`src/rtl/fifo_rd_streamer.sv`:
```
// Read-side streamer for fifo_controller: issues reads and buffers 1-cycle-latency RAM data into a 2-entry valid/ready stream.
// Define FIFO_RD_STATS_EN to add saturating delivered-word and stall-cycle counters.
module fifo_rd_streamer #(
  parameter int DW = 8,
  parameter int SW = 16
) (
  input  logic          i_clk,
  input  logic          i_rstn,
  input  logic          i_empty,
  output logic          o_rd,
  input  logic [DW-1:0] i_rdata,
  input  logic          i_flush,
  output logic          o_valid,
  output logic [DW-1:0] o_data,
  input  logic          i_ready
`ifdef FIFO_RD_STATS_EN
  ,
  output logic [SW-1:0] o_rd_cnt,
  output logic [SW-1:0] o_stall_cnt
`endif
);

  if (SW < 1) begin : g_sw_check
    $error("fifo_rd_streamer: SW must be at least 1");
  end

  logic [1:0]    cnt_q, cnt_d;
  logic          inflight_q, inflight_d;
  logic          head_q, head_d;
  logic          tail_q, tail_d;
  logic [DW-1:0] buf_q [2];
  logic [DW-1:0] buf_d [2];
  logic          valid_q, valid_d;
  logic [DW-1:0] data_q, data_d;

  logic          pop;
  logic          capture;
  logic [2:0]    credit;
  logic          rd;

  always_comb begin
    pop     = valid_q && i_ready;
    capture = inflight_q && !i_flush;
    credit  = {1'b0, cnt_q} + {2'b00, inflight_q} - {2'b00, pop};
    // Gating with i_rstn makes o_rd drop the instant reset asserts.
    rd      = i_rstn && !i_empty && !i_flush && (credit < 3'd2);

    cnt_d      = cnt_q;
    inflight_d = rd;
    head_d     = head_q;
    tail_d     = tail_q;
    buf_d      = buf_q;

    if (capture) begin
      buf_d[tail_q] = i_rdata;
      tail_d        = ~tail_q;
    end
    if (pop) begin
      head_d = ~head_q;
    end
    cnt_d = cnt_q + {1'b0, capture} - {1'b0, pop};

    if (i_flush) begin
      cnt_d  = 2'd0;
      head_d = 1'b0;
      tail_d = 1'b0;
    end

    // Output flops mirror the post-update buffer head so o_valid/o_data are registered.
    valid_d = (cnt_d != 2'd0);
    data_d  = buf_d[head_d];
  end

  always_ff @(posedge i_clk or negedge i_rstn) begin
    if (!i_rstn) begin
      cnt_q      <= 2'd0;
      inflight_q <= 1'b0;
      head_q     <= 1'b0;
      tail_q     <= 1'b0;
      buf_q[0]   <= '0;
      buf_q[1]   <= '0;
      valid_q    <= 1'b0;
      data_q     <= '0;
    end else begin
      cnt_q      <= cnt_d;
      inflight_q <= inflight_d;
      head_q     <= head_d;
      tail_q     <= tail_d;
      buf_q      <= buf_d;
      valid_q    <= valid_d;
      data_q     <= data_d;
    end
  end

  assign o_rd    = rd;
  assign o_valid = valid_q;
  assign o_data  = data_q;

`ifdef FIFO_RD_STATS_EN
  logic [SW-1:0] rd_cnt_q, rd_cnt_d;
  logic [SW-1:0] stall_cnt_q, stall_cnt_d;

  // Both counters saturate and survive flush; only reset clears them.
  always_comb begin
    rd_cnt_d    = rd_cnt_q;
    stall_cnt_d = stall_cnt_q;
    if (pop && (rd_cnt_q != {SW{1'b1}})) begin
      rd_cnt_d = rd_cnt_q + 1'b1;
    end
    if (valid_q && !i_ready && (stall_cnt_q != {SW{1'b1}})) begin
      stall_cnt_d = stall_cnt_q + 1'b1;
    end
  end

  always_ff @(posedge i_clk or negedge i_rstn) begin
    if (!i_rstn) begin
      rd_cnt_q    <= '0;
      stall_cnt_q <= '0;
    end else begin
      rd_cnt_q    <= rd_cnt_d;
      stall_cnt_q <= stall_cnt_d;
    end
  end

  assign o_rd_cnt    = rd_cnt_q;
  assign o_stall_cnt = stall_cnt_q;
`endif

endmodule

```
`config.mk`:
```
export PLATFORM = sky130hd
export DESIGN_NAME = fifo_rd_streamer
export DESIGN_NICKNAME = d
export VERILOG_FILES = /design/src/rtl/fifo_rd_streamer.sv
export SDC_FILE = /design/constraint.sdc
export NUM_CORES = 1
export LEC_CHECK = 0
export CELL_PAD_IN_SITES_DETAIL_PLACEMENT = 1
export CELL_PAD_IN_SITES_GLOBAL_PLACEMENT = 2
export CORE_AREA = 2 2 65 67
export DETAILED_ROUTE_END_ITERATION = 16
export DIE_AREA = 0 0 67 69
export PLACE_DENSITY = 0.74
export SLEW_MARGIN = 20
export SYNTH_ARGS = -nofsm -noshare
export SYNTH_HDL_FRONTEND = slang
export SYNTH_SLANG_ARGS = --single-unit
```
`constraint.sdc`:
```
create_clock -name i_clk -period 2.58 [get_ports i_clk]
set_clock_uncertainty 0.1 [all_clocks]
set_input_delay 0.387 -clock i_clk [delete_from_list [all_inputs] [get_ports i_clk]]
set_output_delay 0.387 -clock i_clk [all_outputs]
set_load 0.02 [all_outputs]
```
==> reports/metrics.yaml, run 1 <==
worstSetupEndpointType: "output port"
p_leak_nw: 0.791
outcome: "finished, violations left"
worst_slack_ps: -2.40
ctsHoldBuffers: 0
synth_edf_count: 0
grt_pass1_vias: 945
drive_gt1_share_pct: 32.8
holdWs_ps: 413
path_class: "reg2out"
cts.sink_count: 30
io-pin-count: 23
synth_top_area_share_pct: 56.1
ys.flop_type: "dfrtp_1"
grt_pass1_wl_um: 4850
seq_area_frac_synth_pct: 56.1
p_switching_uw: 589
finalNetCount: 150
avgSynthCellArea_um2: 13.3
slowest_stage: "dfrtp_1"
hp-class: "reg2reg"
clkTransAtPathRegs_ps: 70
crit-reg2reg-launch: "o_valid"
slew_violations: 0
top_layer_used: "met4"
portBuffers: 22
avgViaCountPerCell: 4.77
postCtsSetupBuffers: 0
clk_latency_ps: 280
fp.dieH_um: 69
synthXorXnorAreaFrac_pct: 5.14
antenna_cells: 0
avgRoutedWirePerCell_um: 15.5
dr_wl_met3_um: 134
vias: 877
muxShareOfSynthArea_pct: 13.5
nFillCells: 431
pwr-share-comb_pct: 38.4
drv_cap: 0
routabilityCongestion: 0.692
finalCritPeriodShare_pct: 100
synth.area.top_cells: "dfrtp_1, mux2_2, o221a_1"
grt_overflow: 0
path_cells: "and2_4 -> ha_4 -> nand2b_4 -> fa_2 -> xor2_2 -> nor4_4 -> buf_4"
synthCells: 101
power_mw: 1.86
yosysMostFrequentCell: "dfrtp_1"
setup_viol: 1
irDropWorstVdd_uv: 478
yosysTopAreaCell: "dfrtp_1"
period_needed_ps: 2580
min-delay-start: "buf_q[1]"
die_w_um: 67
crit_fanout: 2
rsz0062_at_grt: "true"
coreArea_mm2: 0.00391
intPower_mw: 1.27
postRouteAntennaNets: 0
grt_antenna_before_repair: 0
slowest_delay_ps: 380
synthSimpleGateAreaFrac_pct: 9.81
die_area_mm2: 0.00462
dr_wl_met2_um: 1350
clock_path_buffers: 2
tns_ps: -2.40
rows: 23
synth_adder_area_share_pct: 4.30
met1_length_um: 1320
synth_top_family_by_area: "multiplexers"
area_growth_pct: 33.9
async_reset_ff_share_pct: 100
path_buf_inv: 1
htree_num_levels: 2
grt_max_degree: 31
power.share.clock_pct: 21.1
required_ps: 2090
track_usage_pct: 14.5
seq_power_share_pct: 40.5
cts-root-buf: "clkbuf_8"
synth_compound_area_share_pct: 8.97
p_sw_share_pct: 31.7
violations: "negative setup slack"
routed_wl_um: 2850
crit_path_start_kind: "flip-flop"
dpl.hpwl_um: 1920
slew_headroom_pct: 67.6
drt_iter0_markers: 65
remaining_drc_errors: 0
tightest_slew_ps: 485
p_per_area_mw_per_mm2: 1040
worstSetupStartpoint: "o_valid"
ys_seq_elements: 30
arrival_ps: 2100
ys_types: 22
max_freq_mhz: 387
first_pass_iters: 4
start_util_pct: 34.2
hold_violations: 0
cts_tree: "yes"
cpLargestDelayFamily: "adder cells"
syn_nets: 118
synth_common_cells: "dfrtp_1, mux2_2, nor2_1"
syn_area_mm2: 0.00134
numCtsBuffers: 5
yosysWarnings: 0
[sequential cells by signal, summed over array words and instances (netlist names)]
signal	cells
inflight_q	1
tail_q	1
o_valid	1
o_data	8
head_q	1
cnt_q	2
buf_q	16
[kinds of logic after synthesis]
family,count (synthesis)
and+or+nand+nor,28
DFF,30
muxes,16
buffers and inverters,6
adders and majority gates,4
xor gates and xnor gates,7
AOI/OAI and AO/OA,10
[layer usage]
metal	GRT usage (%)	up-vias
li1	-	415
met1	19.2	437
met2	21.3	20
met3	4.89	5
met4	6.12	0
met5	0	-
[cell type report]
class | count | area [um2] | share of cell area [%]
clock buffers | 6 | 82.6 | 4.61
inverters | 2 | 7.51 | 0.419
multi-input cells | 65 | 608 | 33.9
repair buffers | 29 | 269 | 15.0
clock inverters | 2 | 12.5 | 0.698
flip-flops and latches | 30 | 751 | 41.9
well taps | 50 | 62.6 | 3.49
[power by group through the flow]
stage	Clock (mW)	Sequential, mW	Combinational [mW]
finish	0.393	0.753	0.713
global route	0.431	0.778	0.776
CTS	0.408	0.756	0.724
detailed placement	0	0.758	0.695
global placement	0	0.748	0.682
floorplan	0	0.822	0.346
[metrics by stage]
step	util (%)	area (um2)	setup slack, ps	instances
after floorplan	-	1350	31.6	101
after global placement	42.6	1670	-646	176
after detailed placement	42.6	1670	-728	176
after CTS	45.8	1790	-9.48	184
after global routing	45.8	1790	-74.5	184
final	45.8	1790	-2.40	184
[cell usage in the layout, fill, tap and decap left out]
| cell type | n |
|---|---|
| dfrtp_1 | 30 |
| clkdlybuf4s50_1 | 20 |
| mux2_2 | 16 |
| nor2_1 | 11 |
| nand2_1 | 8 |
| o221a_1 | 8 |
| buf_4 | 8 |
| clkbuf_8 | 6 |
| xnor2_1 | 3 |
| inv_1 | 2 |
| xor2_1 | 2 |
| ha_1 | 2 |
| nor2b_1 | 1 |
| nand2b_1 | 1 |
| nor2_4 | 1 |
| nand3b_1 | 1 |
| and2_4 | 1 |
| xnor2_2 | 1 |
| o22ai_2 | 1 |
| a211o_4 | 1 |
| nand2_2 | 1 |
| xor2_2 | 1 |
| nor4_4 | 1 |
| nand2b_4 | 1 |
| or2_2 | 1 |
| fa_2 | 1 |
| ha_4 | 1 |
| clkinvlp_4 | 1 |
| clkinv_2 | 1 |
| dlygate4sd2_1 | 1 |
[what timing repair did]
| item | in CTS | in global routing |
|---|---|---|
| pin swaps | 4 | 0 |
| resized for setup | 12 | 0 |
| setup endpoints to repair | 1 | 1 |
[worst paths after layout]
path	slack (ps)	to	cells after the start
setup / recovery	-2	o_rd	7
hold / removal	410	buf_q[1]	1
setup reg to reg	700	o_valid	7
hold reg to reg	410	buf_q[1]	1
max in group asynchronous	1620	buf_q[14]	2
min in group asynchronous	470	inflight_q	2
Note: power is estimated with default switching activity, not from simulation.
==> inputs of run 2 (changes only) <==
PLACE_DENSITY = 0.76   (was 0.74)
==> run 2 against run 1 <==
Against the previous run:
- the flow still finishes with violations (negative setup slack)
- global-route usage rose by 0.95 points
- non-clock buffer count increased by 2
- critical path depth unchanged
- critical path type unchanged
- fmax down 1.2%
- clock power is 17% higher
==> reports/metrics.yaml, run 2 (synthesis results as in run 1) <==
avgViaCountPerCell: 4.86  # +2.0%
tightest_slew_ps: 491  # +5.33 ps
cts.sink_count: 30  # unchanged
cts_tree: "yes"
slew_violations: 0  # unchanged
io-pin-count: 23  # unchanged
regMostFlops: "buf_q"
slew_headroom_pct: 67.2  # -0.36 points
htree_num_levels: 2  # unchanged
layout_commonest_cell: "dfrtp_1"
power.share.clock_pct: 23.7  # +2.6 points
final_cell_mix: "dfrtp_1, clkdlybuf4s50_1, mux2_2"
p_per_area_mw_per_mm2: 1070  # +3.1%
p_leak_nw: 0.806  # +2.0%
pwr-share-comb_pct: 37.5  # -0.9 points
vias: 904  # +3.1%
hp-class: "reg2reg"
drt_iter0_markers: 10  # -85%
setup_viol: 1  # unchanged
outcome: "finished, violations left"
drive_gt1_share_pct: 32.4  # -0.48 points
antenna_cells: 0  # unchanged
finalCritPeriodShare_pct: 101  # +1.3 points
crit_fanout: 2  # unchanged
period_needed_ps: 2610  # +32.5 ps
routed_wl_um: 3000  # +5.6%
p_sw_share_pct: 30.4  # -1.3 points
p_switching_uw: 591  # +0.34%
irDropWorstVdd_uv: 439  # -8.2%
avgRoutedWirePerCell_um: 16.2  # +4.5%
rows: 23  # unchanged
portBuffers: 22  # unchanged
coreArea_mm2: 0.00391  # unchanged
required_ps: 2090  # about the same
violations: "negative setup slack"
cts-root-buf: "clkbuf_8"
track_usage_pct: 15.4  # +0.95 points
finalNetCount: 152  # +1.3%
grt_max_degree: 31  # unchanged
hold_violations: 0  # unchanged
clock_path_buffers: 2  # unchanged
start_util_pct: 34.2  # unchanged
path_class: "reg2out"
routabilityCongestion: 0.697  # +0.59%
drv_cap: 0  # unchanged
first_pass_iters: 4  # unchanged
die_area_mm2: 0.00462  # unchanged
tns_ps: -34.9  # -32.5 ps
area_growth_pct: 35.9
fin_cells: 186  # +1.1%
nFillCells: 430  # -0.23%
numCtsBuffers: 5  # unchanged
intPower_mw: 1.35  # +6.6%
grt_pass1_wl_um: 5280  # +8.8%
clkTransAtPathRegs_ps: 60  # about the same
ctsHoldBuffers: 0  # unchanged
grt_overflow: 0  # unchanged
fin_util_pct: 46.5  # +0.67 points
arrival_ps: 2130  # +30 ps
holdWs_ps: 411  # -1.78 ps
max_freq_mhz: 382  # -1.2%
worst_slack_ps: -34.9  # -32.5 ps
postRouteAntennaNets: 0  # unchanged
fp.dieH_um: 69  # unchanged
dpl.hpwl_um: 2090  # +9.0%
crit_path_start_kind: "flip-flop"
place_worst_setup_slack_ps: -715  # +13.2 ps
worstSetupEndpointType: "output port"
largest_reg_flops: 16  # unchanged
seq_power_share_pct: 38.8  # -1.7 points
grt_antenna_before_repair: 0  # unchanged
remaining_drc_errors: 0  # unchanged
clk_latency_ps: 270  # about the same
rsz0062_at_grt: "true"
die_w_um: 67  # unchanged
dp.cells: 177  # +0.57%
grt_pass1_vias: 1077  # +14%
run 2: changes by cell type in the layout (fill, tap and decap cells not counted):
cell        change
buf_4           +2
bufinv_16       +1
clkbuf_1        +2
clkbuf_8        -1
clkinv_2        -1
clkinvlp_4      -1
run 2: cell type report:
type | count | area (um2) | share of cell area [%]
clock buffers | 7 | 76.3 | 4.20
repair buffers | 31 | 284 | 15.6
clock inverters | 1 | 30.0 | 1.65
inverters | 2 | 7.51 | 0.413
multi-input cells | 65 | 608 | 33.4
well taps | 50 | 62.6 | 3.44
flip-flops and latches | 30 | 751 | 41.3
run 2: stage by stage:
stage / cell area (um2) / power [mW]
finish: 1820 / 1.95
CTS: 1820 / 1.97
detailed placement: 1670 / 1.47
global placement: 1670 / 1.43
floorplan: 1350 / 1.17
global route: 1820 / 2.07
run 2: power by group through the flow:
stage          logic, mW  clock network [mW]  registers [mW]
2_1_floorplan      0.346                   0           0.822
3_3_place_gp       0.688                   0           0.747
3_5_place_dp       0.707                   0           0.762
4_1_cts            0.732               0.476           0.758
5_1_grt            0.795               0.492           0.782
6_report           0.730               0.461           0.755
run 2: worst paths after layout:
check                           cells past startpoint          to  startpoint  slack (ps)
worst max-delay path                                7        o_rd     o_valid         -30
max in group asynchronous                           2   buf_q[12]      i_rstn        1580
worst min register to register                      1    buf_q[7]    buf_q[7]         410
worst max register to register                      8  inflight_q     o_valid         520
worst min-delay path                                1    buf_q[7]    buf_q[7]         410
min in group asynchronous                           2    buf_q[0]      i_rstn         520
run 2: repair_timing:
| item | CTS | global route |
|---|---|---|
| gates resized for setup | 11 | 1 |
| endpoints found under the setup margin | 1 | 1 |
| setup buffers | 1 | 0 |
| gates cloned | 0 | 0 |
| pin swaps | 4 | 0 |
run 2: worst max-delay path, stage by stage, from the launching register on:
cell	delay, ps
dfrtp_1	380
and2_4	150
ha_4	210
nand2b_4	140
fa_2	370
xor2_2	170
nor4_4	240
buf_4	190
run 2: layer usage:
metal / global-route usage (%) / wire, um / share of wire (%) / vias to the layer above
li1: - / - / - / 418
met1: 17.7 / 1210 / 40 / 464
met2: 25.0 / 1610 / 53 / 16
met3: 6.20 / 150 / 5.0 / 6
met4: 6.58 / 37 / 1.2 / 0
met5: 0 / 0 / 0 / -
==> inputs of run 3 (changes only) <==
--- a/constraint.sdc
+++ b/constraint.sdc
@@ -4,2 +4,2 @@
 set_output_delay 0.387 -clock i_clk [all_outputs]
-set_load 0.02 [all_outputs]
+set_load 0.05 [all_outputs]
==> run 3 against run 2 <==
Against the previous run:
- the flow still finishes with violations (negative setup slack)
- design area fell by 0.41%
- flip-flop and latch count did not move
- via count fell by 2.2%
- setup slack got worse by 92 ps
- critical path depth did not move
- worst hold slack improved by 3.9 ps
- count of clock-buffer cells in the layout fell by 1
- wire length fell by 3.3%
- non-clock buffer count did not move
- fmax fell by 3.4%
- sequential share of layout area rose by 0.24 points
- cell count did not move
- critical path type unchanged
- critical endpoint unchanged
- highest routed layer unchanged
==> reports/metrics.yaml, run 3 (synthesis results as in run 1) <==
vias: 884  # -2.2%
intPower_mw: 1.28  # -5.8%
avgViaCountPerCell: 4.75  # -2.2%
coreArea_mm2: 0.00391  # unchanged
slew_headroom_pct: 65.1  # -2.1 points
numCtsBuffers: 5  # unchanged
largest_reg_flops: 16  # unchanged
grt_pass1_wl_um: 5110  # -3.1%
hold_violations: 0  # unchanged
fin_util_pct: 46.3  # -0.19 points
crit_fanout: 2  # unchanged
p_per_area_mw_per_mm2: 1120  # +4.7%
p_leak_nw: 0.803  # -0.40%
path_class: "reg2out"
path_cells: "and2_4 -> ha_4 -> nand2b_4 -> fa_1 -> nand2_2 -> nor4_4 -> buf_12"
outcome: "finished, violations left"
pwr-share-comb_pct: 43.5  # +6.0 points
htree_num_levels: 2  # unchanged
worst_slack_ps: -127  # -92.1 ps
die_area_mm2: 0.00462  # unchanged
first_pass_iters: 4  # unchanged
grt_pass1_vias: 1032  # -4.2%
slowest_delay_ps: 500  # +120 ps
arrival_ps: 2220  # +90 ps
avgRoutedWirePerCell_um: 15.6  # -3.3%
nFillCells: 430  # unchanged
clkTransAtPathRegs_ps: 60  # about the same
fp.dieH_um: 69  # unchanged
crit_path_start_kind: "flip-flop"
multiInputGateArea_um2: 598  # -1.6%
slowest_stage: "fa_1"
grt_antenna_before_repair: 0  # unchanged
holdWs_ps: 415  # +3.94 ps
cts.sink_count: 30  # unchanged
slew_violations: 0  # unchanged
remaining_drc_errors: 0  # unchanged
hp-class: "reg2reg"
finalNetCount: 152  # unchanged
grt_max_degree: 31  # unchanged
antenna_cells: 0  # unchanged
drv_cap: 0  # unchanged
area_growth_pct: 35.3
violations: "negative setup slack"
dpl.hpwl_um: 1980  # -5.3%
ff_latch_area_um2: 752  # +0.17%
cts-root-buf: "clkbuf_8"
seq_power_share_pct: 37.2  # -1.6 points
rsz0062_at_grt: "true"
die_w_um: 67  # unchanged
worstSetupEndpointType: "output port"
clock_path_buffers: 2  # unchanged
layout_commonest_cell: "dfrtp_1"
power.share.clock_pct: 19.4  # -4.3 points
track_usage_pct: 14.9  # -0.51 points
p_sw_share_pct: 37.1  # +6.7 points
irDropWorstVdd_uv: 448  # +1.9%
tightest_slew_ps: 522  # +31.3 ps
fin_area_mm2: 0.00181  # -0.41%
routabilityCongestion: 0.673  # -3.3%
max_freq_mhz: 369  # -3.4%
power_mw: 2.03  # +4.2%
setup_viol: 1  # unchanged
clk_latency_ps: 270  # about the same
start_util_pct: 34.2  # unchanged
grt_overflow: 0  # unchanged
fin_cells: 186  # unchanged
dp.cells: 176  # -0.56%
regMostFlops: "buf_q"
placed_area_mm2: 0.00170  # +1.7%
portBuffers: 22  # unchanged
routed_wl_um: 2900  # -3.3%
final_cell_mix: "dfrtp_1, clkdlybuf4s50_1, mux2_2"
postRouteAntennaNets: 0  # unchanged
required_ps: 2090  # about the same
drive_gt1_share_pct: 33.1  # +0.74 points
io-pin-count: 23  # unchanged
rows: 23  # unchanged
finalCritPeriodShare_pct: 105  # +3.6 points
period_needed_ps: 2710  # +92.1 ps
cts_tree: "yes"
drt_iter0_markers: 22  # +12
p_switching_uw: 752  # +27%
[run 3: changes by cell type in the layout (fill, tap and decap cells not counted)]
| cell | change |
|---|---|
| buf_12 | +1 |
| buf_4 | -1 |
| bufinv_16 | -1 |
| clkbuf_1 | -2 |
| clkbuf_8 | +1 |
| clkinv_2 | +1 |
| clkinvlp_4 | +1 |
| dfrtp_1 | -1 |
| dfrtp_2 | +1 |
| fa_1 | +1 |
| fa_2 | -1 |
| xor2_1 | +1 |
| xor2_2 | -1 |
[run 3: worst paths after layout]
| check | start | to | slack [ps] | cells after the start |
|---|---|---|---|---|
| min in group asynchronous | i_rstn | o_data[4] | 470 | 2 |
| setup / recovery | o_valid | o_rd | -130 | 7 |
| hold reg to reg | buf_q[0] | buf_q[0] | 410 | 1 |
| setup reg to reg | o_valid | inflight_q | 490 | 7 |
| max in group asynchronous | i_rstn | o_valid | 1600 | 2 |
| hold / removal | buf_q[0] | buf_q[0] | 410 | 1 |
[run 3: routing by layer]
metal | vias to the layer above | track usage (%) | routed length (um)
li1 | 419 | - | -
met1 | 443 | 18.7 | 1270
met4 | 0 | 5.44 | 23
met5 | - | 0 | 0
met2 | 18 | 23.9 | 1470
met3 | 4 | 4.57 | 141
[run 3: through the flow]
stage / setup slack, ps / setup TNS, ps
2_1_floorplan: -260 / -325
3_3_place_gp: -277 / -277
3_5_place_dp: -326 / -326
4_1_cts: -119 / -119
5_1_grt: -223 / -223
6_report: -127 / -127
[run 3: power by group through the flow]
| stage | Clock, mW | Combinational, mW | Sequential [mW] |
|---|---|---|---|
| after floorplan | 0 | 0.367 | 0.981 |
| after global placement | 0 | 0.866 | 0.749 |
| after detailed placement | 0 | 0.880 | 0.763 |
| after CTS | 0.406 | 0.891 | 0.755 |
| after global routing | 0.428 | 0.948 | 0.777 |
| final | 0.393 | 0.881 | 0.754 |
[run 3: worst max-delay path: cells and delay by family (launching register included)]
family                   cells  cell delay (ps)
adder cells (fa/ha/maj)      2              700
buffers and inverters        1              180
flip-flops                   1              400
AND/OR/NAND/NOR              4              660
[run 3: timing repair]
action                     4_1_cts  5_1_grt
pin swaps                        4        0
gates resized for setup          1        0
hold buffers                     0        0
buffers inserted                 2        0
setup endpoints to repair        1        1
[run 3: cell type report]
type,instances,area share (%)
clock buffers,6,4.56
multi-input cells,65,33.0
repair buffers,31,16.4
well taps,50,3.45
clock inverters,2,0.691
flip-flops and latches,30,41.5
inverters,2,0.414
